`config.mk`:
```
export PLATFORM = sky130hd
export DESIGN_NAME = pupil_locator
export DESIGN_NICKNAME = d
export VERILOG_FILES = /design/src/rtl/pupil_pkg.sv /design/src/rtl/seq_divider.sv /design/src/rtl/pupil_locator.sv
export SDC_FILE = /design/constraint.sdc
export NUM_CORES = 1
export LEC_CHECK = 0
export ABC_CLOCK_PERIOD_IN_PS = 10400
export BUFFER_PORTS_ARGS = -buffer_cell sky130_fd_sc_hd__clkbuf_2
export CAP_MARGIN = 40
export CORE_MARGIN = 2
export CORE_UTILIZATION = 56
export DETAILED_ROUTE_END_ITERATION = 10
export PLACE_DENSITY = 0.85
export SLEW_MARGIN = 20
export SYNTH_ARGS = -nofsm -noshare
export SYNTH_HDL_FRONTEND = slang
export SYNTH_SLANG_ARGS = --single-unit
export TNS_END_PERCENT = 1
```
`constraint.sdc`:
```
create_clock -name iCLK -period 10.4 [get_ports iCLK]
set_input_delay 3.12 -clock iCLK [delete_from_list [all_inputs] [get_ports iCLK]]
set_output_delay 3.12 -clock iCLK [all_outputs]
set_load 0.01 [all_outputs]
```
`src/rtl/pupil_pkg.sv`:
```
// Shared definitions for the pupil locator: FSM state encoding, datapath
// widths and the default frame geometry / dark threshold (the frame-save
// stage uses the same defaults so both sides agree on the buffer layout).
package pupil_pkg;

    // Scan controller states
    typedef enum logic [2:0] {
        IDLE  = 3'd0,
        SCAN  = 3'd1,
        DRAIN = 3'd2,
        DIV_X = 3'd3,
        DIV_Y = 3'd4,
        DONE  = 3'd5
    } pupilState_t;

    localparam int ADDR_W    = 15;  // frame-buffer address / coordinate counters
    localparam int CNT_W     = 15;  // dark-pixel count, also the divisor width
    localparam int SUM_W     = 22;  // coordinate sums
    localparam int QUO_W     = 22;  // quotient width (one bit per divider step)
    localparam int COORD_W   = 13;  // reported centroid / box coordinates
    localparam int PIX_W     = 10;  // pixel value width
    localparam int DIV_STEPS = 22;  // divider iterations per quotient

    localparam int                H_RES_DEF     = 160;
    localparam int                V_RES_DEF     = 120;
    localparam logic [PIX_W-1:0]  THRESHOLD_DEF = 10'd96;

endpackage

```
`src/rtl/seq_divider.sv`:
```
// Restoring unsigned divider, one quotient bit per cycle.
// Ports:
//   iCLK, iRST   clock and asynchronous active-high reset
//   iStart       load operands; the first iteration runs on the next edge
//   iDividend    22-bit dividend
//   iDivisor     15-bit divisor (caller guarantees non-zero)
//   oDone        high during the cycle whose closing edge performs the last step;
//                oQuotient is final from the following cycle and held until iStart
//   oQuotient    truncating quotient
module seq_divider
    import pupil_pkg::*;
(
    input  logic              iCLK,
    input  logic              iRST,
    input  logic              iStart,
    input  logic [QUO_W-1:0]  iDividend,
    input  logic [CNT_W-1:0]  iDivisor,
    output logic              oDone,
    output logic [QUO_W-1:0]  oQuotient
);

    localparam logic [4:0] LAST_STEP = 5'(DIV_STEPS - 1);

    logic [QUO_W-1:0] quot_r;
    logic [CNT_W-1:0] rem_r;
    logic [CNT_W-1:0] div_r;
    logic [4:0]       step_r;
    logic             run_r;

    logic [CNT_W:0]   shifted_s;
    logic [CNT_W:0]   diff_s;
    logic [CNT_W:0]   remNext_s;
    logic             ge_s;
    logic             unusedRemTop_s;

    // One restoring step: shift the next dividend bit into the remainder and subtract if it fits
    always_comb begin
        shifted_s = {rem_r, quot_r[QUO_W-1]};
        diff_s    = shifted_s - {1'b0, div_r};
        ge_s      = (shifted_s >= {1'b0, div_r});
        if (ge_s) begin
            remNext_s = diff_s;
        end else begin
            remNext_s = shifted_s;
        end
    end

    // The remainder always ends below the divisor, so its top bit is never kept
    assign unusedRemTop_s = remNext_s[CNT_W];

    assign oDone     = run_r && (step_r == LAST_STEP);
    assign oQuotient = quot_r;

    // Operand load and iteration; quotient bits shift in as dividend bits shift out
    always_ff @(posedge iCLK or posedge iRST) begin
        if (iRST) begin
            quot_r <= {QUO_W{1'b0}};
            rem_r  <= {CNT_W{1'b0}};
            div_r  <= {CNT_W{1'b0}};
            step_r <= 5'd0;
            run_r  <= 1'b0;
        end else if (iStart) begin
            quot_r <= iDividend;
            rem_r  <= {CNT_W{1'b0}};
            div_r  <= iDivisor;
            step_r <= 5'd0;
            run_r  <= 1'b1;
        end else if (run_r) begin
            quot_r <= {quot_r[QUO_W-2:0], ge_s};
            rem_r  <= remNext_s[CNT_W-1:0];
            step_r <= step_r + 5'd1;
            run_r  <= !oDone;
        end
    end

endmodule

```
`src/rtl/pupil_locator.sv`:
```
// Pupil locator: scans a stored frame, counts pixels darker than THRESHOLD
// and reports their centroid (sumX/count, sumY/count).
// Ports:
//   iCLK, iRST        clock, asynchronous active-high reset
//   iStart            start pulse (ignored while oBusy)
//   oMemAddr/oMemRE   frame-buffer read port, address = x + H_RES*y
//   iMemData          pixel value, valid one cycle after oMemRE
//   oBusy             scan/divide in progress
//   oValid            one-cycle pulse when results update
//   oFound, oPupilX, oPupilY, oDarkCount   held results of the last scan
// Optional macro PUPIL_BBOX_EN adds oBoxXMin/oBoxXMax/oBoxYMin/oBoxYMax,
// the dark-pixel bounding box (zero when nothing was found).
module pupil_locator
    import pupil_pkg::*;
#(
    parameter int               H_RES     = H_RES_DEF,
    parameter int               V_RES     = V_RES_DEF,
    parameter logic [PIX_W-1:0] THRESHOLD = THRESHOLD_DEF
) (
    input  logic                iCLK,
    input  logic                iRST,
    input  logic                iStart,
    output logic [ADDR_W-1:0]   oMemAddr,
    output logic                oMemRE,
    input  logic [PIX_W-1:0]    iMemData,
    output logic                oBusy,
    output logic                oValid,
    output logic                oFound,
    output logic [COORD_W-1:0]  oPupilX,
    output logic [COORD_W-1:0]  oPupilY,
    output logic [CNT_W-1:0]    oDarkCount
`ifdef PUPIL_BBOX_EN
    ,
    output logic [COORD_W-1:0]  oBoxXMin,
    output logic [COORD_W-1:0]  oBoxXMax,
    output logic [COORD_W-1:0]  oBoxYMin,
    output logic [COORD_W-1:0]  oBoxYMax
`endif
);

    localparam int                 NPIX      = H_RES * V_RES;
    localparam logic [ADDR_W-1:0]  LAST_ADDR = ADDR_W'(NPIX - 1);
    localparam logic [ADDR_W-1:0]  X_LAST    = ADDR_W'(H_RES - 1);

    pupilState_t        state_r, stateNext_s;
    logic [ADDR_W-1:0]  memAddr_r, x_r, y_r, xD_r, yD_r;
    logic               memRe_r, validD_r, busy_r, divLaunch_r;
    logic [CNT_W-1:0]   count_r, countNext_s;
    logic [SUM_W-1:0]   sumX_r, sumY_r;
    logic [COORD_W-1:0] quotX_r;
    logic               darkHit_s, lastAddr_s, startAcc_s, found_s;
    logic [QUO_W-1:0]   divDividend_s, divQuot_s;
    logic               divDone_s;
    logic               unusedQuotHi_s;

    // Dark-pixel detection on the aligned pipeline, next count, divider operand select
    always_comb begin
        darkHit_s  = validD_r && (iMemData < THRESHOLD);
        lastAddr_s = (memAddr_r == LAST_ADDR);
        startAcc_s = (state_r == IDLE) && iStart;
        found_s    = (count_r != {CNT_W{1'b0}});
        if (darkHit_s) begin
            countNext_s = count_r + 15'd1;
        end else begin
            countNext_s = count_r;
        end
        if (state_r == DIV_Y) begin
            divDividend_s = sumY_r;
        end else begin
            divDividend_s = sumX_r;
        end
    end

    // Next-state logic; DRAIN looks at countNext_s because the last pixel lands on its closing edge
    always_comb begin
        stateNext_s = state_r;
        case (state_r)
            IDLE: begin
                if (iStart) stateNext_s = SCAN;
                else        stateNext_s = IDLE;
            end
            SCAN: begin
                if (lastAddr_s) stateNext_s = DRAIN;
                else            stateNext_s = SCAN;
            end
            DRAIN: begin
                if (countNext_s != {CNT_W{1'b0}}) stateNext_s = DIV_X;
                else                              stateNext_s = DONE;
            end
            DIV_X: begin
                if (divDone_s) stateNext_s = DIV_Y;
                else           stateNext_s = DIV_X;
            end
            DIV_Y: begin
                if (divDone_s) stateNext_s = DONE;
                else           stateNext_s = DIV_Y;
            end
            DONE:    stateNext_s = IDLE;
            default: stateNext_s = IDLE;
        endcase
    end

    // State register, busy flag, and a one-cycle divider launch on entry to each divide state
    always_ff @(posedge iCLK or posedge iRST) begin
        if (iRST) begin
            state_r     <= IDLE;
            busy_r      <= 1'b0;
            divLaunch_r <= 1'b0;
        end else begin
            state_r     <= stateNext_s;
            busy_r      <= (stateNext_s != IDLE);
            divLaunch_r <= ((stateNext_s == DIV_X) && (state_r != DIV_X)) ||
                           ((stateNext_s == DIV_Y) && (state_r != DIV_Y));
        end
    end

    // Read-address generator; the address holds once the scan ends
    always_ff @(posedge iCLK or posedge iRST) begin
        if (iRST) begin
            memAddr_r <= {ADDR_W{1'b0}};
            x_r       <= {ADDR_W{1'b0}};
            y_r       <= {ADDR_W{1'b0}};
            memRe_r   <= 1'b0;
        end else if (startAcc_s) begin
            memAddr_r <= {ADDR_W{1'b0}};
            x_r       <= {ADDR_W{1'b0}};
            y_r       <= {ADDR_W{1'b0}};
            memRe_r   <= 1'b1;
        end else if ((state_r == SCAN) && !lastAddr_s) begin
            memAddr_r <= memAddr_r + 15'd1;
            memRe_r   <= 1'b1;
            if (x_r == X_LAST) begin
                x_r <= {ADDR_W{1'b0}};
                y_r <= y_r + 15'd1;
            end else begin
                x_r <= x_r + 15'd1;
            end
        end else begin
            memRe_r <= 1'b0;
        end
    end

    // Coordinate delay line and accumulators; coordinates trail the address by the read latency
    always_ff @(posedge iCLK or posedge iRST) begin
        if (iRST) begin
            xD_r     <= {ADDR_W{1'b0}};
            yD_r     <= {ADDR_W{1'b0}};
            validD_r <= 1'b0;
            count_r  <= {CNT_W{1'b0}};
            sumX_r   <= {SUM_W{1'b0}};
            sumY_r   <= {SUM_W{1'b0}};
        end else begin
            xD_r     <= x_r;
            yD_r     <= y_r;
            validD_r <= memRe_r;
            if (startAcc_s) begin
                count_r <= {CNT_W{1'b0}};
                sumX_r  <= {SUM_W{1'b0}};
                sumY_r  <= {SUM_W{1'b0}};
            end else if (darkHit_s) begin
                count_r <= countNext_s;
                sumX_r  <= sumX_r + SUM_W'(xD_r);
                sumY_r  <= sumY_r + SUM_W'(yD_r);
            end
        end
    end

    seq_divider uDiv (
        .iCLK      (iCLK),
        .iRST      (iRST),
        .iStart    (divLaunch_r),
        .iDividend (divDividend_s),
        .iDivisor  (count_r),
        .oDone     (divDone_s),
        .oQuotient (divQuot_s)
    );

    // Centroids never exceed the frame width, so the high quotient bits are always zero
    assign unusedQuotHi_s = ^divQuot_s[QUO_W-1:COORD_W];

    // Result registers; the X quotient is captured as the Y division is launched
    always_ff @(posedge iCLK or posedge iRST) begin
        if (iRST) begin
            quotX_r    <= {COORD_W{1'b0}};
            oValid     <= 1'b0;
            oFound     <= 1'b0;
            oPupilX    <= {COORD_W{1'b0}};
            oPupilY    <= {COORD_W{1'b0}};
            oDarkCount <= {CNT_W{1'b0}};
        end else begin
            oValid <= (state_r == DONE);
            if ((state_r == DIV_Y) && divLaunch_r) begin
                quotX_r <= divQuot_s[COORD_W-1:0];
            end
            if (state_r == DONE) begin
                oFound     <= found_s;
                oDarkCount <= count_r;
                if (found_s) begin
                    oPupilX <= quotX_r;
                    oPupilY <= divQuot_s[COORD_W-1:0];
                end else begin
                    oPupilX <= {COORD_W{1'b0}};
                    oPupilY <= {COORD_W{1'b0}};
                end
            end
        end
    end

`ifdef PUPIL_BBOX_EN
    logic [COORD_W-1:0] xMin_r, xMax_r, yMin_r, yMax_r;

    // Bounding-box tracking; min starts at all-ones and max at zero for each scan
    always_ff @(posedge iCLK or posedge iRST) begin
        if (iRST) begin
            xMin_r   <= {COORD_W{1'b1}};
            xMax_r   <= {COORD_W{1'b0}};
            yMin_r   <= {COORD_W{1'b1}};
            yMax_r   <= {COORD_W{1'b0}};
            oBoxXMin <= {COORD_W{1'b0}};
            oBoxXMax <= {COORD_W{1'b0}};
            oBoxYMin <= {COORD_W{1'b0}};
            oBoxYMax <= {COORD_W{1'b0}};
        end else begin
            if (startAcc_s) begin
                xMin_r <= {COORD_W{1'b1}};
                xMax_r <= {COORD_W{1'b0}};
                yMin_r <= {COORD_W{1'b1}};
                yMax_r <= {COORD_W{1'b0}};
            end else if (darkHit_s) begin
                if (xD_r[COORD_W-1:0] < xMin_r) xMin_r <= xD_r[COORD_W-1:0];
                if (xD_r[COORD_W-1:0] > xMax_r) xMax_r <= xD_r[COORD_W-1:0];
                if (yD_r[COORD_W-1:0] < yMin_r) yMin_r <= yD_r[COORD_W-1:0];
                if (yD_r[COORD_W-1:0] > yMax_r) yMax_r <= yD_r[COORD_W-1:0];
            end
            if (state_r == DONE) begin
                if (found_s) begin
                    oBoxXMin <= xMin_r;
                    oBoxXMax <= xMax_r;
                    oBoxYMin <= yMin_r;
                    oBoxYMax <= yMax_r;
                end else begin
                    oBoxXMin <= {COORD_W{1'b0}};
                    oBoxXMax <= {COORD_W{1'b0}};
                    oBoxYMin <= {COORD_W{1'b0}};
                    oBoxYMax <= {COORD_W{1'b0}};
                end
            end
        end
    end
`endif

    assign oMemAddr = memAddr_r;
    assign oMemRE   = memRe_r;
    assign oBusy    = busy_r;

endmodule

```
==> results.py <==
metrics = {
    "clocking": {
        "cts_resized": 0,
        "cts_sinks": 255,
        "postCtsSetupRepairBufs": 0,
        "clk_pin_slew_ns": 0.06,
        "htree_levels": 1,
        "clock_path_buffers": 3,
        "root_buffer": "clkbuf_16",
        "insertion_delay_ns": 0.54,
        "cts_tree": "yes",
        "hold_buffers": 0,
        "numCtsBuffers": 28,
    },
    "synth": {
        "netlist_top_cells_count": "255 x dfrtp_1, 180 x nand2_1, 99 x nor2_1",
        "synth_edf_count": 0,
        "synth_top_area_cell": "dfrtp_1",
        "synth_cells": 1375,
        "synth_fp_nets": 1443,
        "synth_cell_type_count": 72,
        "avgSynthCellArea_sq_um": 9.75,
        "ys_seq_elements": 255,
        "synth_seq_area_share": 0.476,
        "ys_warn_count": 0,
        "netlist_area_sq_um": 13400,
        "synth_area_leaders": "dfrtp_1 48%, nand2_1 5.0%, ha_1 4.9%",
        "post-synth-top-count-cell": "dfrtp_1",
        "async_flop_share": 1.00,
        "synthFlopType": "dfrtp_1",
        "synth.top_cell.area_share": 0.476,
    },
    "setup_path": {
        "cp_slowest_stage_delay_ns": 0.73,
        "timing.rr.start": "uDiv.oQuotient[21]",
        "cp-startpoint": "iMemData[8]",
        "path_class": "in2reg",
        "reg2reg_slack_ns": 7.00,
        "rr_endpoint": "uDiv.rem_r[5]",
        "crit_required_ns": 10.78,
        "critPathArrivalTime_ns": 6.05,
        "cp_common_cell": "or4_1",
        "worstPathCellList": "clkbuf_2 -> or4b_4 -> or4_1 -> or4_1 -> a22o_1 -> nor4_2 -> o32ai_1",
        "crit_family": "simple AND/OR/NAND/NOR gates",
        "critical_path.max_fanout": 11,
        "cp-start-kind": "input port",
        "crit_slowest_cell": "or4_1",
        "reg2reg_depth": 10,
        "endpoint_kind": "flop",
        "crit_buf_inv": 1,
    },
    "pwr": {
        "power_frac_comb": 0.182,
        "leakage_nw": 6.57,
        "clock_power_share": 0.395,
        "pwr-share-seq": 0.423,
        "power.share.switching": 0.279,
        "p_switching_uw": 742,
        "internal_power_mw": 1.92,
        "powerDensity_nw_per_um2": 177,
        "ir_drop_mv": 0.128,
    },
    "placement": {
        "dp_hpwl_mm": 20.9,
        "numPortBuffers": 67,
        "dpl_worst_slack_ns": 4.21,
        "place_congestion": 0.867,
    },
    "routing": {
        "ant_nets": 0,
        "wire_per_inst_um": 17.9,
        "routed_wl_mm": 31.4,
        "drt_iter0_drc": 966,
        "firstDrtPassIters": 7,
        "drc": 0,
        "via_per_inst": 6.23,
        "vias": 10936,
    },
    "outcome": {
        "status": "finished, final reports clean",
    },
    "finish": {
        "drive_above_1_share": 0.130,
        "area_growth_pct": 12.3,
        "fillers": 1785,
        "nets": 1484,
        "antenna_cells": 0,
        "regArea_sq_um": 6380,
        "multi_input_area_sq_um": 6570,
    },
    "global_route": {
        "grtUsageTotal": 0.248,
        "grt_max_degree": 85,
        "use_met1": 0.339,
        "met2_usage": 0.412,
        "grt_pass1_vias": 10665,
        "grt.met3_usage": 0.0374,
        "antenna_found_initial": 0,
        "busiest_layer": "met2",
        "grt_pass1_wl_mm": 52.8,
        "grt_overflow": 0,
    },
    "floorplanning": {
        "core-area_sq_um": 23500,
        "die_h_um": 159,
        "num_rows": 56,
        "start_util": 0.571,
        "fp.dieW_um": 159,
        "pin_count": 73,
        "dieArea_sq_um": 25200,
    },
    "flow_run": {
        "maxCapViolations": 0,
    },
    "timing": {
        "finalSetupViolCount": 0,
        "fin_tns_setup_ns": 0,
        "whs_ns": 0.385,
        "fin_skew_ns": 0.0143,
        "relSlewSlack": 0.446,
        "rsz0062_at_grt": "no",
        "fmax_mhz": 177,
        "fin_ws_ns": 4.73,
        "min_period_over_period": 0.545,
        "hold_violations": 0,
        "period_needed_ns": 5.67,
        "worstMarginPinSlew_ns": 0.819,
        "drv_slew": 0,
    },
    "hold_path": {
        "min_path_type": "reg2reg",
        "hold_start": "oMemRE",
        "holdPathStages": 0,
        "hold_end": "validD_r",
    },
}
-- worst max path at each step --
stage | endpoint | slack, ns | depth (start not counted)
2_1_floorplan | count_r[0] | 0.27 | 1
3_3_place_gp | state_r[1] | 4.03 | 7
3_5_place_dp | state_r[1] | 4.21 | 7
4_1_cts | state_r[1] | 4.77 | 7
5_1_grt | state_r[1] | 4.67 | 7
6_report | state_r[1] | 4.73 | 7
-- final cells by class --
cell class / count / area share
Timing Repair Buffer: 85 / 0.0357
Sequential cell: 255 / 0.424
Clock buffer: 39 / 0.0547
Clock inverter: 11 / 0.0108
Multi-Input combinational cell: 1001 / 0.437
Inverter: 45 / 0.0117
Tap cell: 319 / 0.0265
-- cells by family (layout without fill, tap and decap cells) --
family | Yosys count | count (layout) | synth area share
DFF | 255 | 255 | 0.476
xor gates and xnor gates | 68 | 68 | 0.0444
adders and majority gates | 55 | 55 | 0.0530
and+or+nand+nor | 479 | 479 | 0.174
AOI/OAI and AO/OA | 356 | 356 | 0.181
buffers and inverters | 119 | 180 | 0.0366
muxes | 43 | 43 | 0.0346
-- metal layers --
metal	routed length (um)	vias to the layer above
li1	-	5084
met1	13700	5364
met2	14900	420
met3	2060	68
met4	699	0
met5	0	-
-- cells in the final DEF (no fill, tap or decap), types with 14 or more instances in the layout --
cell type / n
a211oi_1: 46
clkbuf_16: 29
inv_1: 44
a2111oi_0: 14
dfrtp_1: 253
clkbuf_2: 67
a31oi_1: 35
a21o_1: 16
ha_1: 52
nor2_1: 98
a21oi_1: 50
mux2_2: 27
nand3_1: 35
nor4_1: 16
nand2_1: 180
nor3_1: 22
o21ai_0: 80
xnor2_1: 46
a22o_1: 28
or3_1: 16
xor2_1: 22
nor2b_1: 24
mux2i_1: 16
-- power groups by stage --
| stage | sequential (mW) | clock, mW | combinational (mW) |
|---|---|---|---|
| after global routing | 1.13 | 1.10 | 0.549 |
| after CTS | 1.12 | 1.06 | 0.483 |
| after detailed placement | 1.14 | 0 | 0.477 |
| after floorplan | 1.12 | 0 | 0.378 |
| final | 1.12 | 1.05 | 0.485 |
| after global placement | 1.14 | 0 | 0.456 |
-- per-stage QoR --
step                      power, mW  instance area [sq um]  instances   util
after detailed placement       1.62                  14100       1704  0.599
final                          2.66                  15100       1755  0.641
after global placement         1.59                  13900       1698  0.594
after CTS                      2.67                  15000       1754  0.641
after floorplan                1.50                  13400       1375      -
after global routing           2.79                  15100       1755  0.641
-- state kept, by name, indices dropped and copies added (netlist names), 15 cells and up --
signal and flops:
y_r 15, sumY_r 22, yD_r 15, uDiv.div_r 15, oMemAddr 15, xD_r 15
uDiv.oQuotient 22, oDarkCount 15, x_r 15, count_r 15, sumX_r 22, uDiv.rem_r 15
Power figures use the tool's default switching activity.
